--- config.mk ---
export PLATFORM = sky130hd
export DESIGN_NAME = data_mem_lsu
export DESIGN_NICKNAME = d
export VERILOG_FILES = /design/src/rtl/lsu_pkg.sv /design/src/rtl/load_align.sv /design/src/rtl/data_mem_lsu.sv
export SDC_FILE = /design/constraint.sdc
export NUM_CORES = 1
export LEC_CHECK = 0
export CAP_MARGIN = 20
export CORE_UTILIZATION = 33
export DETAILED_ROUTE_END_ITERATION = 10
export GPL_ROUTABILITY_DRIVEN = 1
export MAX_ROUTING_LAYER = met4
export PLACE_DENSITY_LB_ADDON = 0.15
export RECOVER_POWER = 50
export SYNTH_ARGS = -nofsm -noshare
export SYNTH_HDL_FRONTEND = slang
export SYNTH_SLANG_ARGS = --single-unit
--- constraint.sdc ---
create_clock -name clk -period 2 [get_ports clk]
set_input_delay 0.2 -clock clk [delete_from_list [all_inputs] [get_ports clk]]
set_output_delay 0.2 -clock clk [all_outputs]
set_load 0.05 [all_outputs]
--- src/rtl/lsu_pkg.sv ---
`default_nettype none
// lsu_pkg: shared types and funct3 decode for the data-memory load/store unit.
// Rev 1.0
package lsu_pkg;

  localparam logic [2:0] F3_LB  = 3'b000;
  localparam logic [2:0] F3_LH  = 3'b001;
  localparam logic [2:0] F3_LW  = 3'b010;
  localparam logic [2:0] F3_LBU = 3'b100;
  localparam logic [2:0] F3_LHU = 3'b101;
  localparam logic [2:0] F3_SB  = 3'b000;
  localparam logic [2:0] F3_SH  = 3'b001;
  localparam logic [2:0] F3_SW  = 3'b010;

  typedef enum logic [1:0] {
    IDLE = 2'd0,
    RESP = 2'd1,
    HOLD = 2'd2
  } lsu_state_t;

  typedef struct packed {
    logic       we;
    logic [2:0] funct3;
    logic [1:0] off;
    logic       misalign;
  } lsu_pend_t;

  // Unknown encodings (including unsigned stores) are folded into the misaligned path.
  function automatic logic is_misaligned(input logic we, input logic [2:0] f3,
                                         input logic [1:0] off);
    logic mis;
    case (f3)
      F3_LB:   mis = 1'b0;
      F3_LH:   mis = off[0];
      F3_LW:   mis = (off != 2'b00);
      F3_LBU:  mis = we;
      F3_LHU:  mis = we | off[0];
      default: mis = 1'b1;
    endcase
    return mis;
  endfunction

endpackage
`default_nettype wire

--- src/rtl/load_align.sv ---
`default_nettype none
// load_align: selects the addressed lane of SRAM read data and sign/zero-extends it.
// Rev 1.0
module load_align
  import lsu_pkg::*;
#(
  parameter int XLEN = 32
) (
  input  logic [XLEN-1:0] sram_do,
  input  lsu_pend_t       pend,
  output logic [XLEN-1:0] rdata
);

  logic [7:0]  lane_b;
  logic [15:0] lane_h;

  assign lane_b = sram_do[{pend.off, 3'b000} +: 8];
  assign lane_h = sram_do[{pend.off[1], 4'b0000} +: 16];

  always_comb begin
    rdata = '0;
    if (!pend.we && !pend.misalign) begin
      case (pend.funct3)
        F3_LB:   rdata = {{(XLEN-8){lane_b[7]}}, lane_b};
        F3_LH:   rdata = {{(XLEN-16){lane_h[15]}}, lane_h};
        F3_LW:   rdata = sram_do;
        F3_LBU:  rdata = {{(XLEN-8){1'b0}}, lane_b};
        F3_LHU:  rdata = {{(XLEN-16){1'b0}}, lane_h};
        default: rdata = '0;
      endcase
    end
  end

endmodule
`default_nettype wire

--- src/rtl/data_mem_lsu.sv ---
`default_nettype none
// data_mem_lsu: RV32I load/store unit driving a 1-cycle-latency data SRAM with response hold.
// Rev 1.0
module data_mem_lsu
  import lsu_pkg::*;
#(
  parameter int ADDR_W = 14,
  parameter int XLEN   = 32
) (
  input  logic              clk,
  input  logic              rst,
  input  logic              req_valid,
  output logic              req_ready,
  input  logic              req_we,
  input  logic [2:0]        req_funct3,
  input  logic [XLEN-1:0]   req_addr,
  input  logic [XLEN-1:0]   req_wdata,
  output logic              resp_valid,
  input  logic              resp_ready,
  output logic [XLEN-1:0]   resp_rdata,
  output logic              resp_misalign,
  output logic              sram_ceb,
  output logic              sram_web,
  output logic [XLEN-1:0]   sram_bweb,
  output logic [ADDR_W-1:0] sram_a,
  output logic [XLEN-1:0]   sram_di,
  input  logic [XLEN-1:0]   sram_do
);

  lsu_state_t      state;
  lsu_pend_t       pend;
  lsu_pend_t       pend_next;
  logic [XLEN-1:0] hold_rdata;
  logic            hold_misalign;
  logic [XLEN-1:0] align_rdata;
  logic [XLEN-1:0] lane_mask;
  logic            req_mis;
  logic            accept;
  logic            issue;
  logic            unused_addr_hi;

  assign unused_addr_hi = ^req_addr[XLEN-1:ADDR_W+2];

  assign req_mis   = is_misaligned(req_we, req_funct3, req_addr[1:0]);
  assign req_ready = !rst && ((state == IDLE) || resp_ready);
  assign accept    = req_valid && req_ready;
  assign issue     = accept && !req_mis;

  assign pend_next = '{we: req_we, funct3: req_funct3, off: req_addr[1:0], misalign: req_mis};

  assign sram_a = req_addr[ADDR_W+1:2];

  always_comb begin
    case (req_funct3[1:0])
      2'b00:   sram_di = {4{req_wdata[7:0]}};
      2'b01:   sram_di = {2{req_wdata[15:0]}};
      default: sram_di = req_wdata;
    endcase
  end

  always_comb begin
    case (req_funct3[1:0])
      2'b00:   lane_mask = {{(XLEN-8){1'b0}}, 8'hFF} << {req_addr[1:0], 3'b000};
      2'b01:   lane_mask = {{(XLEN-16){1'b0}}, 16'hFFFF} << {req_addr[1], 4'b0000};
      default: lane_mask = '1;
    endcase
  end

  always_comb begin
    sram_ceb  = 1'b1;
    sram_web  = 1'b1;
    sram_bweb = '1;
    if (issue) begin
      sram_ceb = 1'b0;
      if (req_we) begin
        sram_web  = 1'b0;
        sram_bweb = ~lane_mask;
      end
    end
  end

  load_align #(.XLEN(XLEN)) u_load_align (
    .sram_do (sram_do),
    .pend    (pend),
    .rdata   (align_rdata)
  );

  // A new request is only accepted when the previous response is consumed, so accept always lands in RESP.
  always_ff @(posedge clk) begin
    if (rst) begin
      state         <= IDLE;
      pend          <= '0;
      hold_rdata    <= '0;
      hold_misalign <= 1'b0;
    end else begin
      if (accept) begin
        pend <= pend_next;
      end
      case (state)
        IDLE: if (accept) state <= RESP;
        RESP: begin
          if (accept) begin
            state <= RESP;
          end else if (resp_ready) begin
            state <= IDLE;
          end else begin
            state         <= HOLD;
            hold_rdata    <= align_rdata;
            hold_misalign <= pend.misalign;
          end
        end
        HOLD: begin
          if (accept) begin
            state <= RESP;
          end else if (resp_ready) begin
            state <= IDLE;
          end
        end
        default: state <= IDLE;
      endcase
    end
  end

  assign resp_valid = (state != IDLE);

  always_comb begin
    case (state)
      RESP: begin
        resp_rdata    = align_rdata;
        resp_misalign = pend.misalign;
      end
      HOLD: begin
        resp_rdata    = hold_rdata;
        resp_misalign = hold_misalign;
      end
      default: begin
        resp_rdata    = '0;
        resp_misalign = 1'b0;
      end
    endcase
  end

endmodule
`default_nettype wire

==> results of run 1 <==
## metal layers
layer	track usage [%]	part of all wire (%)	routed length (um)
met1	26.9	40	4670
met3	4.04	5.5	638
met5	-	0	0
met4	6.35	1.6	187
met2	39.5	53	6180
## cells in the final DEF (no fill, tap or decap), types with 3 or more instances in the layout
cell type and n:
buf_4 100, clkdlybuf4s50_1 71, nand2_1 57, buf_12 44, dfxtp_1 36, o21ai_4 21
mux2_2 18, a221o_2 16, a221o_1 16, o21ai_1 16, buf_6 16, clkbuf_1 14
o21ai_0 10, mux2i_1 9, mux2_4 8, a222oi_1 7, nand3b_1 7, clkbuf_2 7
inv_1 6, a221oi_4 5, nor2_1 5, a21oi_1 5, clkbuf_8 5, nor2b_1 4
nor2_4 3, a221oi_2 3, nand3_1 3, ha_1 3, dfxtp_4 3, dfxtp_2 3
## registers in the layout (all words and copies together), names as in the netlist
register       flops
hold_misalign      1
hold_rdata        32
pend               7
state              2
## critical path: stages (launching register included)
cell and delay (ns):
dfxtp_4 0.37, or2_4 0.28, o32a_4 0.33, a211oi_4 0.22, buf_6 0.17, buf_12 0.13
a221o_2 0.15, buf_12 0.14
## synth_stat cells (2+ instances only)
| master | count | share of area [%] |
|---|---|---|
| nand2_1 | 58 | 6.8 |
| buf_4 | 51 | 12 |
| dfxtp_1 | 42 | 26 |
| a221o_1 | 32 | 10 |
| o21ai_0 | 30 | 4.7 |
| mux2_2 | 26 | 9.2 |
| o21ai_1 | 17 | 2.7 |
| clkbuf_1 | 14 | 1.7 |
| mux2i_1 | 10 | 3.1 |
| a221oi_1 | 8 | 2.2 |
| inv_1 | 8 | 0.94 |
| nor2_1 | 8 | 0.94 |
| a222oi_1 | 7 | 2.2 |
| nand3b_1 | 7 | 1.7 |
| a21oi_1 | 6 | 0.94 |
| nor2b_1 | 6 | 1.2 |
| buf_2 | 5 | 0.79 |
| ha_1 | 4 | 1.6 |
| nand3_1 | 3 | 0.47 |
| a211oi_4 | 2 | 1.3 |
| and3_1 | 2 | 0.39 |
| buf_1 | 2 | 0.24 |
| or2_2 | 2 | 0.39 |
| or3b_1 | 2 | 0.55 |
## cell type report
| cell class | instances | share of cell area, % |
|---|---|---|
| clock inverters | 3 | 0.306 |
| flip-flops and latches | 42 | 13.9 |
| well taps | 129 | 2.63 |
| clock buffers | 5 | 1.12 |
| inverters | 8 | 0.530 |
| repair buffers | 259 | 43.9 |
| multi-input cells | 252 | 37.6 |
## cells by family (layout without fill, tap and decap cells)
family	count (synthesis)	after routing	synth area share, %
buffers and inverters	81	275	16.0
adder cells (fa/ha/maj)	4	4	1.57
AND/OR/NAND/NOR	98	98	16.0
flip-flops	42	42	26.4
AO/OA/AOI/OAI	114	114	27.7
multiplexers	36	36	12.3
## metrics by stage
| step | hold slack, ns | instance area, um2 |
|---|---|---|
| after floorplan | 0.299 | 3410 |
| after global placement | 0.400 | 5690 |
| after detailed placement | 0.400 | 5690 |
| after CTS | 0.400 | 6120 |
| after global routing | 0.249 | 6140 |
| final | 0.218 | 6140 |
## what timing repair did
item                       in CTS  in global routing
setup endpoints to repair      80                 80
resized for setup              61                 28
buffers inserted               10                 13
gates cloned                    1                  1
pin swaps                      26                 15
## where the power goes
group | internal (W) | switching [W] | leakage, nW
registers | 0.000860 | 0.0000246 | 0.343
logic | 0.000595 | 0.000690 | 2.06
clock network | 0.000246 | 0.000325 | 0.0483
## worst paths after layout
kind	depth (start not counted)	endpoint	startpoint	slack, ns
setup / recovery	7	resp_rdata[31]	pend[2]	-0.30
hold reg to reg	2	hold_rdata[1]	hold_rdata[1]	0.45
setup reg to reg	9	hold_rdata[31]	state[1]	-0.15
hold / removal	3	pend[5]	req_funct3[2]	0.22
==> run summary, run 1 <==
Worst Skew = 0.0228 ns
WS Path Type = reg -> out
first-pass GRT wire length = 17.7 mm
Post-route DRC = 0
DP Cell Count = 678
crit-path max FO = 8
starting DRC count in detailed routing = 229
DIE AREA = 10000 um2
Slew @ Worst Pin = 0.601 ns
vias in the first global route = 3614
fraction of layout cells with a size suffix above 1 = 49.9%
Post-synth top flop = dfxtp_1
post-layout util = 66.1%
initial core utilization = 34.3%
antenna violations before repair = 0
ys async rst share = 0%
Non-Filler Instances = 698
die height = 100 um
Post-Syn Instances = 375
Vias = 3697
Detail Placement HPWL = 8.64 mm
Worst Setup Slack, final = -0.301 ns
Final Hold Vio Count = 0
Nets = 676
Seq/Total Area, Yosys = 26.4%
Max Cap Viol = 0
multi-input logic area = 2310 um2
n_diodes = 0
Syn Area/Cell = 8.49 um2
TritonCTS Buffers = 5
first drt pass iteration count = 5
num rows = 35
All-Layer GR Usage = 22.7%
RSZ-0062 raised after global routing = yes
Synth-to-Final Area Change = 92.8%
Synth Net Count = 483
CTS Hold Bufs = 0
final wirelength = 11.7 mm
failing checks = negative setup slack
H-Tree Depth = 2
Port-buffer cells = 174
WP data required = 1.80 ns
Bufs on Longest Clock Path = 2
CORE AREA = 9280 um2
PwrDens = 446 nW/um2
global route total overflow = 0
final RePlAce weighted congestion = 0.852
Setup-failing EPs final = 84
Yosys cell types = 47
Worst Hold Class = in -> reg
Vias per Instance = 5.30
Mapped Area = 3180 um2
min Tclk post-route = 2.30 ns
Max-slew headroom = 60.1%
Worst-Skew Late Latency = 0.31 ns
CTS sink count = 42
Final ANT Viol Nets = 0
CP Launch Type = flip-flop
fmax = 0.435 GHz
Critical Path End Type = output pin
TNS Setup = -15.58 ns
status = finished, violations left
Root Buffer = clkbuf_8
fillers = 738
crit path DAT = 2.10 ns
CTS tree = yes
dpl ws = -0.244 ns
total power = 0.00274 W
#FFs+latches synth = 42
Slew Viols, Final = 0
Worst VDD drop = 0.319 mV
WL/cell = 16.7 um
Post-synth EDFFs = 0
width of the die = 100 um
period utilization = 115%
Reg clk slew, reported paths = 0.09 ns
largest net degree at the start of global routing = 33
LEAKAGE = 2.45 nW
Yosys warning count = 0
Sequential Area = 856 um2
I/O pins = 219
Power figures use the tool's default switching activity.
==> run 2: changes to the inputs <==
- CORE_ASPECT_RATIO: unset -> 1.4
==> run summary, run 2 (synthesized netlist as in run 1, its figures left out) <==
first-pass GRT wire length = 18.4 mm (+3.8%)
Max Cap Viol = 0 (unchanged)
sw frac = 34.8% (-3.1 points)
CTS sink count = 42 (unchanged)
biggest regs = hold_rdata (32), pend (7), state (2)
die height = 118 um (+18%)
fmax = 0.428 GHz (-1.5%)
WP data required = 1.80 ns (about the same)
period utilization = 117% (+1.7 points)
Switch Pwr = 0.00108 W (+4.2%)
Largest register FFs = 32 (unchanged)
n_diodes = 0 (unchanged)
vias in the first global route = 3755 (+3.9%)
Worst Skew = 0.00730 ns (-0.0155 ns)
Crit path largest cell delay = 0.38 ns (about the same)
Internal = 0.00203 W (+19%)
starting DRC count in detailed routing = 140 (-39%)
Synth-to-Final Area Change = 100%
Port-buffer cells = 174 (unchanged)
I/O pins = 219 (unchanged)
initial core utilization = 33.9% (-0.45 points)
All-Layer GR Usage = 24.0% (+1.2 points)
Critical Path End Type = output pin
WL/cell = 17.2 um (+3.0%)
RSZ-0062 raised after global routing = yes
Final Hold Vio Count = 0 (unchanged)
total power = 0.00312 W (+14%)
Seq pwr share = 28.4% (-3.9 points)
status = finished, violations left
most common cell after layout, fill and taps aside = buf_4
post-layout util = 67.8% (+1.7 points)
Reg2Reg Depth = 10 (+1)
Max-slew headroom = 51.3% (-8.8 points)
Vias per Instance = 5.37 (+1.4%)
Setup-failing EPs final = 47 (-44%)
CP Launch Type = flip-flop
min Tclk post-route = 2.33 ns (+0.0339 ns)
Critical Path Slowest Stage Cell = or3b_1
CTS tree = yes
global route total overflow = 0 (unchanged)
first drt pass iteration count = 4 (-1)
clock network power share = 27.2% (+6.4 points)
H-Tree Depth = 2 (unchanged)
hold depth = 4 (+1)
CP Depth = 8 (+1)
Vias = 3706 (+0.24%)
crit-path cells = buf_6 -> or3b_1 -> o32a_4 -> a211oi_4 -> buf_6 -> buf_12 -> a221o_2 -> buf_12
Buffers & Inverters on Critical Path = 4 (+1)
Placed Area = 5690 um2 (about the same)
Slew Viols, Final = 0 (unchanged)
Detail Placement HPWL = 8.75 mm (+1.2%)
LEAKAGE = 2.63 nW (+7.2%)
num rows = 42 (+20%)
failing checks = negative setup slack
Reg clk slew, reported paths = 0.06 ns (-0.03 ns)
final wirelength = 11.9 mm (+1.9%)
width of the die = 85.0 um (-15%)
Bufs on Longest Clock Path = 2 (unchanged)
Root Buffer = clkbuf_16
final RePlAce weighted congestion = 0.870 (+2.1%)
largest net degree at the start of global routing = 33 (unchanged)
antenna violations before repair = 0 (unchanged)
fraction of layout cells with a size suffix above 1 = 51.9% (+2.0 points)
PwrDens = 488 nW/um2 (+9.4%)
Top reg by flops = hold_rdata
WS Path Type = reg -> out
Worst Setup Slack, final = -0.335 ns (-0.0339 ns)
Nets = 687 (+1.6%)
CTS Hold Bufs = 0 (unchanged)
DIE AREA = 10100 um2 (about the same)
family with the most delay on the worst path = compound AO/OA/AOI/OAI gates
Worst VDD drop = 0.326 mV (+2.2%)
Post-route DRC = 0 (unchanged)
commonest non-fill, non-tap cells in the layout = 116 x buf_4, 69 x clkdlybuf4s50_1, 57 x nand2_1
Final Instance Area = 6380 um2 (+3.9%)
TritonCTS Buffers = 5 (unchanged)
TNS Setup = -9.79 ns (+5.79 ns)
Slew @ Worst Pin = 0.734 ns (+0.133 ns)
crit-path max FO = 8 (unchanged)
CORE AREA = 9410 um2 (+1.3%)
combinational share of power = 44.4% (-2.5 points)
crit path DAT = 2.13 ns (+0.03 ns)
Final ANT Viol Nets = 0 (unchanged)
Worst-Skew Late Latency = 0.29 ns (-0.02 ns)
Worst Hold Class = in -> reg
-- run 2: metal layers --
layer / share of wire (%) / vias up / track usage (%)
met5: 0 / - / -
met4: 3.8 / 0 / 11.9
met3: 5.9 / 36 / 3.42
met2: 55 / 174 / 44.0
met1: 36 / 1745 / 24.4
li1: - / 1751 / -
-- run 2: final timing paths --
check	slack, ns	start	endpoint
worst max-delay path	-0.33	pend[4]	resp_rdata[24]
worst min-delay path	0.34	req_funct3[2]	pend[5]
worst max register to register	-0.11	pend[4]	hold_rdata[17]
worst min register to register	0.45	hold_rdata[4]	hold_rdata[4]
-- run 2: area by class of cell --
type	count	area [um2]
Clock inverter	2	12.5
Inverter	8	32.5
Fill cell	713	3030
Clock buffer	6	139
Timing Repair Buffer	270	2940
Sequential cell	42	855
Tap cell	110	138
Multi-Input combinational cell	252	2270
-- run 2: repair_timing --
item	4_1_cts	5_1_grt
cloned	1	0
resized for setup	55	21
buffers inserted	21	11
setup endpoints to repair	81	72
pin swaps	18	10
-- run 2: power groups by stage --
stage | logic (W) | clock network (W) | registers [W]
6_report | 0.00138 | 0.000847 | 0.000886
4_1_cts | 0.00132 | 0.000852 | 0.000885
3_5_place_dp | 0.00120 | 0 | 0.000902
3_3_place_gp | 0.00120 | 0 | 0.000900
5_1_grt | 0.00144 | 0.000894 | 0.000889
2_1_floorplan | 0.000707 | 0 | 0.000892
-- run 2: tightest hold or removal path, stage by stage --
cell and delay [ns]:
dlymetal6s2s_1 0.18, buf_4 0.14, nand2_1 0.04, nand2_1 0.04
-- run 2: per-stage QoR --
step | instances | hold WS (ns) | setup slack, ns
5_1_grt | 690 | 0.372 | -0.399
6_report | 690 | 0.338 | -0.335
3_3_place_gp | 652 | 0.400 | -0.203
4_1_cts | 682 | 0.400 | -0.320
2_1_floorplan | 375 | 0.299 | -0.0210
3_5_place_dp | 652 | 0.400 | -0.242
